[src/rtl/bcd_pkg.sv]
// Shared constants and state encoding for the BCD <-> binary conversion paths.
// The add-3 pair serves the binary-to-BCD display direction.
package bcd_pkg;

    localparam int         DIGIT_W    = 4;
    localparam logic [3:0] ADJ_THRESH = 4'd8;
    localparam logic [3:0] ADJ_VAL    = 4'd3;
    localparam logic [3:0] DIGIT_MAX  = 4'd9;
    localparam logic [3:0] ADD_THRESH = 4'd5;
    localparam logic [3:0] ADD_VAL    = 4'd3;

    typedef enum logic [1:0] {
        IDLE  = 2'd0,
        SHIFT = 2'd1,
        DONE  = 2'd2
    } state_t;

endpackage

[src/rtl/bcd_to_binary_seq_if.sv]
// Request/result bundle between the operand-entry source and the BCD-to-binary converter.
interface bcd_to_binary_seq_if #(
    parameter int DIGITS = 5,
    parameter int BIN_W  = 17
);
    logic                  start;
    logic [4*DIGITS-1:0]   bcd;
    logic                  busy;
    logic                  valid;
    logic                  err;
    logic [BIN_W-1:0]      binary;

    modport master (output start, bcd, input busy, valid, err, binary);
    modport slave  (input start, bcd, output busy, valid, err, binary);
endinterface

[src/rtl/bcd_digit_sub3.sv]
// Per-digit correction for reverse double dabble: digits that reached 8 after a
// right shift had a carried-in half-ten and lose 3.
module bcd_digit_sub3
    import bcd_pkg::*;
(
    input  logic [DIGIT_W-1:0] digit,
    output logic [DIGIT_W-1:0] adjusted
);

    assign adjusted = (digit >= ADJ_THRESH) ? (digit - ADJ_VAL) : digit;

endmodule

[src/rtl/bcd_to_binary_seq.sv]
// Sequential BCD-to-binary converter: one result bit per clock via
// shift-right / subtract-3, with up-front rejection of non-decimal digits.
module bcd_to_binary_seq
    import bcd_pkg::*;
#(
    parameter int DIGITS = 5,
    parameter int BIN_W  = 17
) (
    input  logic                  clk,
    input  logic                  rst_n,
    bcd_to_binary_seq_if.slave    bus
);

    localparam int BCD_W = DIGIT_W * DIGITS;
    localparam int CNT_W = $clog2(BIN_W);
    localparam logic [CNT_W-1:0] LAST_COUNT = CNT_W'(BIN_W - 1);

    state_t             state_reg;
    logic [CNT_W-1:0]   count_reg;
    logic [BCD_W-1:0]   bcd_reg;
    logic [BIN_W-1:0]   bin_reg;
    logic [BIN_W-1:0]   binary_reg;
    logic               err_reg;

    logic [BCD_W+BIN_W-1:0] cat_shift;
    logic [BCD_W-1:0]       bcd_shift;
    logic [BCD_W-1:0]       bcd_adj;
    logic [BIN_W-1:0]       bin_shift;
    logic [DIGITS-1:0]      digit_bad;
    logic                   any_bad;

    assign cat_shift = {bcd_reg, bin_reg} >> 1;
    assign bcd_shift = cat_shift[BCD_W+BIN_W-1:BIN_W];
    assign bin_shift = cat_shift[BIN_W-1:0];

    genvar gi;
    generate
        for (gi = 0; gi < DIGITS; gi++) begin : g_digit
            bcd_digit_sub3 u_sub3 (
                .digit    (bcd_shift[gi*DIGIT_W +: DIGIT_W]),
                .adjusted (bcd_adj[gi*DIGIT_W +: DIGIT_W])
            );
            assign digit_bad[gi] = (bus.bcd[gi*DIGIT_W +: DIGIT_W] > DIGIT_MAX);
        end
    endgenerate

    assign any_bad = |digit_bad;

    // Count holds the number of shifts already done; the edge on which it equals
    // BIN_W-1 performs the final shift and publishes the result.
    always_ff @(posedge clk or negedge rst_n) begin
        if (!rst_n) begin
            state_reg  <= IDLE;
            count_reg  <= '0;
            bcd_reg    <= '0;
            bin_reg    <= '0;
            binary_reg <= '0;
            err_reg    <= 1'b0;
        end else begin
            case (state_reg)
                IDLE: begin
                    if (bus.start) begin
                        bcd_reg   <= bus.bcd;
                        bin_reg   <= '0;
                        count_reg <= '0;
                        if (any_bad) begin
                            err_reg    <= 1'b1;
                            binary_reg <= '0;
                            state_reg  <= DONE;
                        end else begin
                            err_reg    <= 1'b0;
                            state_reg  <= SHIFT;
                        end
                    end
                end
                SHIFT: begin
                    bcd_reg   <= bcd_adj;
                    bin_reg   <= bin_shift;
                    count_reg <= count_reg + 1'b1;
                    if (count_reg == LAST_COUNT) begin
                        binary_reg <= bin_shift;
                        state_reg  <= DONE;
                    end
                end
                DONE: begin
                    state_reg <= IDLE;
                end
                default: begin
                    state_reg <= IDLE;
                end
            endcase
        end
    end

    assign bus.busy   = (state_reg == SHIFT);
    assign bus.valid  = (state_reg == DONE);
    assign bus.err    = err_reg;
    assign bus.binary = binary_reg;

endmodule

[src/flat_wrapper.sv]
// flat-port wrapper written by rule: the top's interface ports become plain ports
module bcd_to_binary_seq_flat import bcd_pkg::*;
#(
    parameter int DIGITS = 5,
    parameter int BIN_W  = 17
)
  (clk, rst_n, bus_start, bus_bcd, bus_busy, bus_valid, bus_err, bus_binary);
  bcd_to_binary_seq_if #(.DIGITS(DIGITS), .BIN_W(BIN_W)) bus_i ();
  input  logic clk;
  input  logic rst_n;
  input wire logic [$bits(bus_i.start)-1:0] bus_start;
  input wire logic [$bits(bus_i.bcd)-1:0] bus_bcd;
  output wire logic [$bits(bus_i.busy)-1:0] bus_busy;
  output wire logic [$bits(bus_i.valid)-1:0] bus_valid;
  output wire logic [$bits(bus_i.err)-1:0] bus_err;
  output wire logic [$bits(bus_i.binary)-1:0] bus_binary;
  assign bus_i.start = bus_start;
  assign bus_i.bcd = bus_bcd;
  assign bus_busy = bus_i.busy;
  assign bus_valid = bus_i.valid;
  assign bus_err = bus_i.err;
  assign bus_binary = bus_i.binary;
  bcd_to_binary_seq #(.DIGITS(DIGITS), .BIN_W(BIN_W)) u_core (.clk(clk), .rst_n(rst_n), .bus(bus_i));
endmodule
[config.mk]
export PLATFORM = sky130hd
export DESIGN_NAME = bcd_to_binary_seq_flat
export DESIGN_NICKNAME = d
export VERILOG_FILES = /design/src/rtl/bcd_pkg.sv /design/src/rtl/bcd_to_binary_seq_if.sv /design/src/rtl/bcd_digit_sub3.sv /design/src/rtl/bcd_to_binary_seq.sv /design/src/flat_wrapper.sv
export SDC_FILE = /design/constraint.sdc
export NUM_CORES = 1
export LEC_CHECK = 0
export CORE_ASPECT_RATIO = 1.4
export CORE_MARGIN = 2
export CORE_UTILIZATION = 30
export DETAILED_ROUTE_END_ITERATION = 6
export PLACE_DENSITY = 0.51
export SETUP_SLACK_MARGIN = 0.5
export SLEW_MARGIN = 10
export SYNTH_ARGS = -nofsm -noshare
export SYNTH_HDL_FRONTEND = slang
export SYNTH_HIERARCHICAL = 1
export SYNTH_SLANG_ARGS = --single-unit
[constraint.sdc]
create_clock -name clk -period 3.1 [get_ports clk]
set_input_delay 0.465 -clock clk [delete_from_list [all_inputs] [get_ports clk]]
set_output_delay 0.465 -clock clk [all_outputs]
set_load 0.03 [all_outputs]
==> results of run 1 <==
path summary, 6_finish.rpt:
kind                                            start                     to  slack, ns  depth (start not counted)
worst max-delay path              u_core/state_reg[1]               bus_busy       0.69                          4
worst min-delay path                            rst_n  u_core/bus.binary[12]       0.06                          1
worst max register to register    u_core/state_reg[1]   u_core/bus.binary[3]       1.11                          5
worst min register to register  u_core/bus.binary[12]  u_core/bus.binary[12]       0.50                          1
max in group asynchronous                       rst_n     u_core/bcd_reg[16]       2.36                          2
min in group clk                u_core/bus.binary[12]  u_core/bus.binary[12]       0.50                          1
routing by layer:
metal,share of wire,vias up,GRT usage
li1,-,1091,-
met4,0.021,0,0.0635
met5,0,-,0
met1,0.46,1065,0.182
met3,0.045,10,0.0259
met2,0.47,62,0.209
worst reg2reg max path, stage by stage (launching register included):
cell and delay [ns]:
sky130_fd_sc_hd__dfrtp_1 0.41, sky130_fd_sc_hd__nand2b_1 0.40, sky130_fd_sc_hd__nor4_4 0.30, sky130_fd_sc_hd__buf_4 0.30, sky130_fd_sc_hd__o22ai_4 0.21, sky130_fd_sc_hd__a22o_1 0.26
report_power, final:
group	total (mW)	switching [mW]	internal [mW]
Clock	1.16	0.358	0.805
Sequential	1.14	0.193	0.946
Combinational	0.645	0.350	0.296
cell usage after synthesis (2+ instances only):
master	count
sky130_fd_sc_hd__nand2_1	76
sky130_fd_sc_hd__dfrtp_1	61
sky130_fd_sc_hd__o21ai_0	32
sky130_fd_sc_hd__a22o_1	17
sky130_fd_sc_hd__a22oi_1	15
sky130_fd_sc_hd__inv_1	14
sky130_fd_sc_hd__ha_1	12
sky130_fd_sc_hd__nand2b_1	8
sky130_fd_sc_hd__xor2_1	8
sky130_fd_sc_hd__buf_2	6
sky130_fd_sc_hd__nor2b_1	6
sky130_fd_sc_hd__a21oi_1	5
sky130_fd_sc_hd__clkbuf_1	5
sky130_fd_sc_hd__mux2i_1	5
sky130_fd_sc_hd__xnor2_1	5
sky130_fd_sc_hd__nor2_1	4
sky130_fd_sc_hd__nand4_1	3
sky130_fd_sc_hd__buf_1	2
per-stage QoR:
step           setup slack, ns  cell area [sq um]  instances  total power [mW]
4_1_cts                  0.596               3810        458              2.98
2_1_floorplan             1.38               2920        297              1.59
3_3_place_gp             0.643               3460        442              1.78
3_5_place_dp             0.684               3460        442              1.80
6_report                 0.695               3810        458              2.95
5_1_grt                  0.582               3810        458              3.14
cell type report:
cell class / instances / share of cell area
Clock buffer: 10 / 0.0626
Clock inverter: 6 / 0.0289
Timing Repair Buffer: 49 / 0.123
Tap cell: 110 / 0.0361
Sequential cell: 61 / 0.400
Multi-Input combinational cell: 208 / 0.336
Inverter: 14 / 0.0138
cells by family (layout without fill, tap and decap cells):
logic type / after synthesis / in the layout / share of synthesized area
buffers and inverters: 28 / 79 / 0.0414
and+or+nand+nor: 100 / 100 / 0.153
other: 1 / 5 / 0.00129
muxes: 5 / 5 / 0.0172
DFF: 61 / 61 / 0.526
AOI/OAI and AO/OA: 73 / 73 / 0.170
adders and majority gates: 12 / 12 / 0.0517
xor gates and xnor gates: 13 / 13 / 0.0392
==> metrics.txt, run 1 <==
remaining routing DRC violations 0; fraction of synthesized cell area taken by the top area cell type 0.526; area of combinational cells with multiple inputs 1280 sq um; area of the core 9460 sq um; final count of pins violating max slew 0; worst-skew pair later-pin latency 0.32 ns; post-cts sizing count 0; clock tree from TritonCTS yes; Slowest-stage cell, CP sky130_fd_sc_hd__dfrtp_1; Warnings, synthesis 6; die width 87.1 um; setup TNS 0 ns; wire length per cell after detailed routing 14.0 um; final core utilization 0.403; relative area change from synthesis to final layout 31.4%; Final nets 378; number of clock sinks 61; row count 42; max FFs per register 20; DRT Wirelength 6390 um; count of flip-flops with a built-in enable after synthesis 0; largest cells by area after synthesis sky130_fd_sc_hd__dfrtp_1, sky130_fd_sc_hd__nand2_1, sky130_fd_sc_hd__o21ai_0, sky130_fd_sc_hd__ha_1, sky130_fd_sc_hd__a22o_1; Setup Buffers After CTS 0; Worst Hold Margin 0.0563 ns; cell accounting for the most synthesized area sky130_fd_sc_hd__dfrtp_1; max-cap check violation count 0; commonest cells after routing, fill and taps aside sky130_fd_sc_hd__nand2_1, sky130_fd_sc_hd__dfrtp_1, sky130_fd_sc_hd__clkdlybuf4s50_1; post-DR vias/cell 4.86; #FFs+latches synth 61; maximum clock rate 416 MHz; proportion of synthesized chip area in sequential cells 0.526; total iterations of the first detailed-routing run 4; worst-path fanout max 47; detailed placement HPWL 4270 um; n_diodes 0; critical path's largest stage delay 0.41 ns; Total Die Area 10500 sq um; number of buffers added by the clock tree synthesis step 9; clock slew at reported path FFs 0.05 ns; ratio of final minimum period to clock period 0.776; class of the tightest hold or removal check input pin to async pin; required time at the endpoint of the critical path 2.63 ns; Clock Root Buffer sky130_fd_sc_hd__clkbuf_16; average cell area after synthesis 9.91 sq um; clock tree skew after final layout 0.00447 ns; most frequent standard cell in the layout excluding fill and tap cells sky130_fd_sc_hd__nand2_1; Worst VDD drop 310 uV; kind of cell adding the most delay to the critical path buffers and inverters; status finished clean; RSZ-0062 raised after global routing no; Hold-fix buffers, CTS 0; proportion of layout cells with a drive suffix above 1 0.0833; signal arrival time at the worst endpoint 1.94 ns; Die H 120 um; Port Buffers 42; count of fill cells added during filler insertion 947; proportion of register bits with asynchronous set or reset after synthesis 1.00; total congestion overflow after global routing 0; weighted congestion at the end of routability-driven global placement 0.753; Clock Tree Buf Depth 2; predominant post-synthesis flop cell sky130_fd_sc_hd__dfrtp_1; first-pass GRT wire length 11100 um; maximum number of pins on one net before global-route repair 48; count of pins on the block boundary 43; number of global-route vias before repair 2203; total routing usage reported by global routing 0.135; Final min period 2.41 ns; power density over the cells 773 nW/um^2; number of antenna violations at the first check in global routing 0; effective utilization at floorplan 0.307; Post-Synthesis Cells 293; number of buffer and inverter instances along the worst setup path 3; final hold vios 0; area of the mapped netlist 2900 sq um; overall via count from detail_route 2228; count of endpoints failing setup in the final report 0; slew at the pin closest to its max-slew limit 0.762 ns; crit path launch type register; FF/Latch Area 1530 sq um; remaining number of nets flagged by the antenna check after routing 0; worst-path cell chain nand2b_1 -> inv_1 -> buf_6 -> buf_4; capturing element type of the critical path output pin; number of H-tree levels 3; leakage power total 1.74 nW; worst rel slew slack 0.491; number of DRC markers after the initial detailed-route iteration 115; category of the critical setup timing path register to output pin; number of distinct library cells after synthesis 27
No activity file was read; power rests on OpenSTA's default activity.
==> inputs of run 2 (changes only) <==
--- a/config.mk
+++ b/config.mk
@@ -9,7 +9,7 @@
 export CORE_MARGIN = 2
 export CORE_UTILIZATION = 30
 export DETAILED_ROUTE_END_ITERATION = 6
-export PLACE_DENSITY = 0.51
+export PLACE_DENSITY = 0.53
 export SETUP_SLACK_MARGIN = 0.5
 export SLEW_MARGIN = 10
 export SYNTH_ARGS = -nofsm -noshare
==> constraint.sdc (replaced) <==
create_clock -name clk -period 2.2 [get_ports clk]
set_input_delay 0.33 -clock clk [delete_from_list [all_inputs] [get_ports clk]]
set_output_delay 0.33 -clock clk [all_outputs]
set_load 0.03 [all_outputs]
==> run 2 against run 1 <==
  * Clock power up 37%
  * First-iteration DRC count up 35%
  * Total power up 44%
  * Largest power group is now sequential cells
  * Sequential share of layout area down 2.2 points
  * Worst setup slack worse by 0.19 ns
  * Largest cell class unchanged
  * Critical endpoint unchanged
  * Via count up 2.8%
  * Final cell count up 2.0%
  * Core utilization up 2.3 points
  * Non-clock buffer count up 9
==> metrics.txt, run 2 (same netlist as run 1, synthesis figures left out) <==
leakage power total 2.10 nW (+21%); Slowest-stage cell, CP sky130_fd_sc_hd__dfrtp_1; Total Die Area 10500 sq um (unchanged); final hold vios 0 (unchanged); wire length per cell after detailed routing 14.7 um (+5.6%); area of the core 9460 sq um (unchanged); count of fill cells added during filler insertion 934 (-1.4%); worst-path fanout max 12 (-74%); max-cap check violation count 0 (unchanged); setup TNS 0 ns (unchanged); relative area change from synthesis to final layout 39.0%; die width 87.1 um (unchanged); weighted congestion at the end of routability-driven global placement 0.724 (-3.8%); proportion of layout cells with a drive suffix above 1 0.115 (+0.0315); final core utilization 0.427 (+0.0233); commonest cells after routing, fill and taps aside sky130_fd_sc_hd__nand2_1, sky130_fd_sc_hd__dfrtp_1, sky130_fd_sc_hd__o21ai_0; n_diodes 0 (unchanged); remaining number of nets flagged by the antenna check after routing 0 (unchanged); slew at the pin closest to its max-slew limit 0.633 ns (-0.129 ns); DRT Wirelength 6890 um (+7.7%); post-route standard cell area excluding fillers 4040 sq um (+5.8%); worst-path cell chain nand2b_4 -> inv_4 -> buf_12 -> buf_4; total congestion overflow after global routing 0 (unchanged); class of the tightest hold or removal check input pin to async pin; count of endpoints failing setup in the final report 0 (unchanged); clock tree skew after final layout 0.00435 ns (-0.000127 ns); capturing element type of the critical path output pin; detailed placement HPWL 4160 um (-2.7%); number of antenna violations at the first check in global routing 0 (unchanged); category of the critical setup timing path register to output pin; Stages on worst setup path 4 (unchanged); critical path's largest stage delay 0.42 ns (about the same); required time at the endpoint of the critical path 1.87 ns (-0.76 ns); number of global-route vias before repair 2313 (+5.0%); Reg2Reg Depth 7 (+2); Clock Tree Buf Depth 2 (unchanged); worst rel slew slack 0.578 (+0.0867); number of buffer and inverter instances along the worst setup path 3 (unchanged); FF/Latch Area 1530 sq um (unchanged); maximum clock rate 588 MHz; number of clock sinks 61 (unchanged); number of DRC markers after the initial detailed-route iteration 155 (+35%); worst-skew pair later-pin latency 0.32 ns (about the same); worst setup slack after placement 0.00517 ns (-0.678 ns); area post-placement 3500 sq um (+1.1%); Port Buffers 42 (unchanged); first-pass GRT wire length 11300 um (+2.4%); final count of pins violating max slew 0 (unchanged); number of buffers added by the clock tree synthesis step 9 (unchanged); crit path launch type register; clock tree from TritonCTS yes; total iterations of the first detailed-routing run 4 (unchanged); remaining routing DRC violations 0 (unchanged); signal arrival time at the worst endpoint 1.37 ns (-0.57 ns); RSZ-0062 raised after global routing yes; post-DR vias/cell 4.91 (+0.85%); Worst Setup Slack, final 0.500 ns (-0.195 ns); power density over the cells 1050 nW/um^2 (+36%); ratio of final minimum period to clock period 0.773; total routing usage reported by global routing 0.137 (+0.00179); sum of internal, switching and leakage power 4.25 mW (+44%); count of pins on the block boundary 43 (unchanged); effective utilization at floorplan 0.307 (unchanged); Final min period 1.70 ns; Worst VDD drop 424 uV (+37%); max FFs per register 20 (unchanged); Die H 120 um (unchanged); area of combinational cells with multiple inputs 1290 sq um (+1.2%); number of H-tree levels 3 (unchanged); clock slew at reported path FFs 0.05 ns (about the same); row count 42 (unchanged); status finished clean; maximum number of pins on one net before global-route repair 37 (-23%); Final nets 387 (+2.4%); kind of cell adding the most delay to the critical path buffers and inverters; most frequent standard cell in the layout excluding fill and tap cells sky130_fd_sc_hd__nand2_1; overall via count from detail_route 2291 (+2.8%); Clock Root Buffer sky130_fd_sc_hd__clkbuf_16
run 2: cell types whose count changed in the layout (fill, tap and decap cells not counted), sizes merged:
cell / before / now
clkbuf: 10 / 15
bufbuf: 0 / 1
clkdlybuf4s50: 40 / 24
clkinvlp: 2 / 0
dlymetal6s2s: 0 / 14
buf: 9 / 15
dlygate4sd2: 0 / 2
bufinv: 3 / 2
run 2: path summary, 6_finish.rpt:
kind | from | endpoint | slack (ns)
worst max-delay path | u_core/state_reg[1] | bus_busy | 0.50
worst min-delay path | rst_n | u_core/bin_reg[13] | 0.03
worst max register to register | u_core/count_reg[1] | u_core/bus.binary[14] | 0.61
worst min register to register | u_core/bus.binary[1] | u_core/bus.binary[1] | 0.49
max in group asynchronous | rst_n | u_core/state_reg[1] | 1.55
min in group clk | u_core/bus.binary[1] | u_core/bus.binary[1] | 0.49
run 2: timing repair:
action                                  4_1_cts  5_1_grt
endpoints found under the setup margin       39       49
pin swaps                                     1        2
buffers inserted                              1        5
gates cloned                                  1        2
hold buffers                                  0        0
gates resized for setup                       6       20
run 2: area by class of cell:
| class | instances | share of cell area |
|---|---|---|
| multi-input cells | 208 | 0.321 |
| flip-flops and latches | 61 | 0.378 |
| clock buffers | 13 | 0.0695 |
| well taps | 110 | 0.0341 |
| clock inverters | 3 | 0.0161 |
| inverters | 14 | 0.0136 |
| repair buffers | 58 | 0.167 |
run 2: where the power goes:
part           switching [mW]  internal, mW
sequential              0.277          1.33
clock                   0.478          1.11
combinational           0.529         0.516
total                    1.28          2.96
run 2: per-stage QoR:
stage	hold slack [ns]	instances
after floorplan	0.0344	297
after global placement	0.386	442
after detailed placement	0.391	442
after CTS	0.0521	460
after global routing	0.0685	467
final	0.0294	467
run 2: metal layers:
layer / share of wire / GRT usage / vias to the layer above
met3: 0.043 / 0.0382 / 2
li1: - / - / 1112
met1: 0.45 / 0.183 / 1119
met2: 0.50 / 0.216 / 58
met4: 0.0057 / 0.0433 / 0
met5: 0 / 0 / -
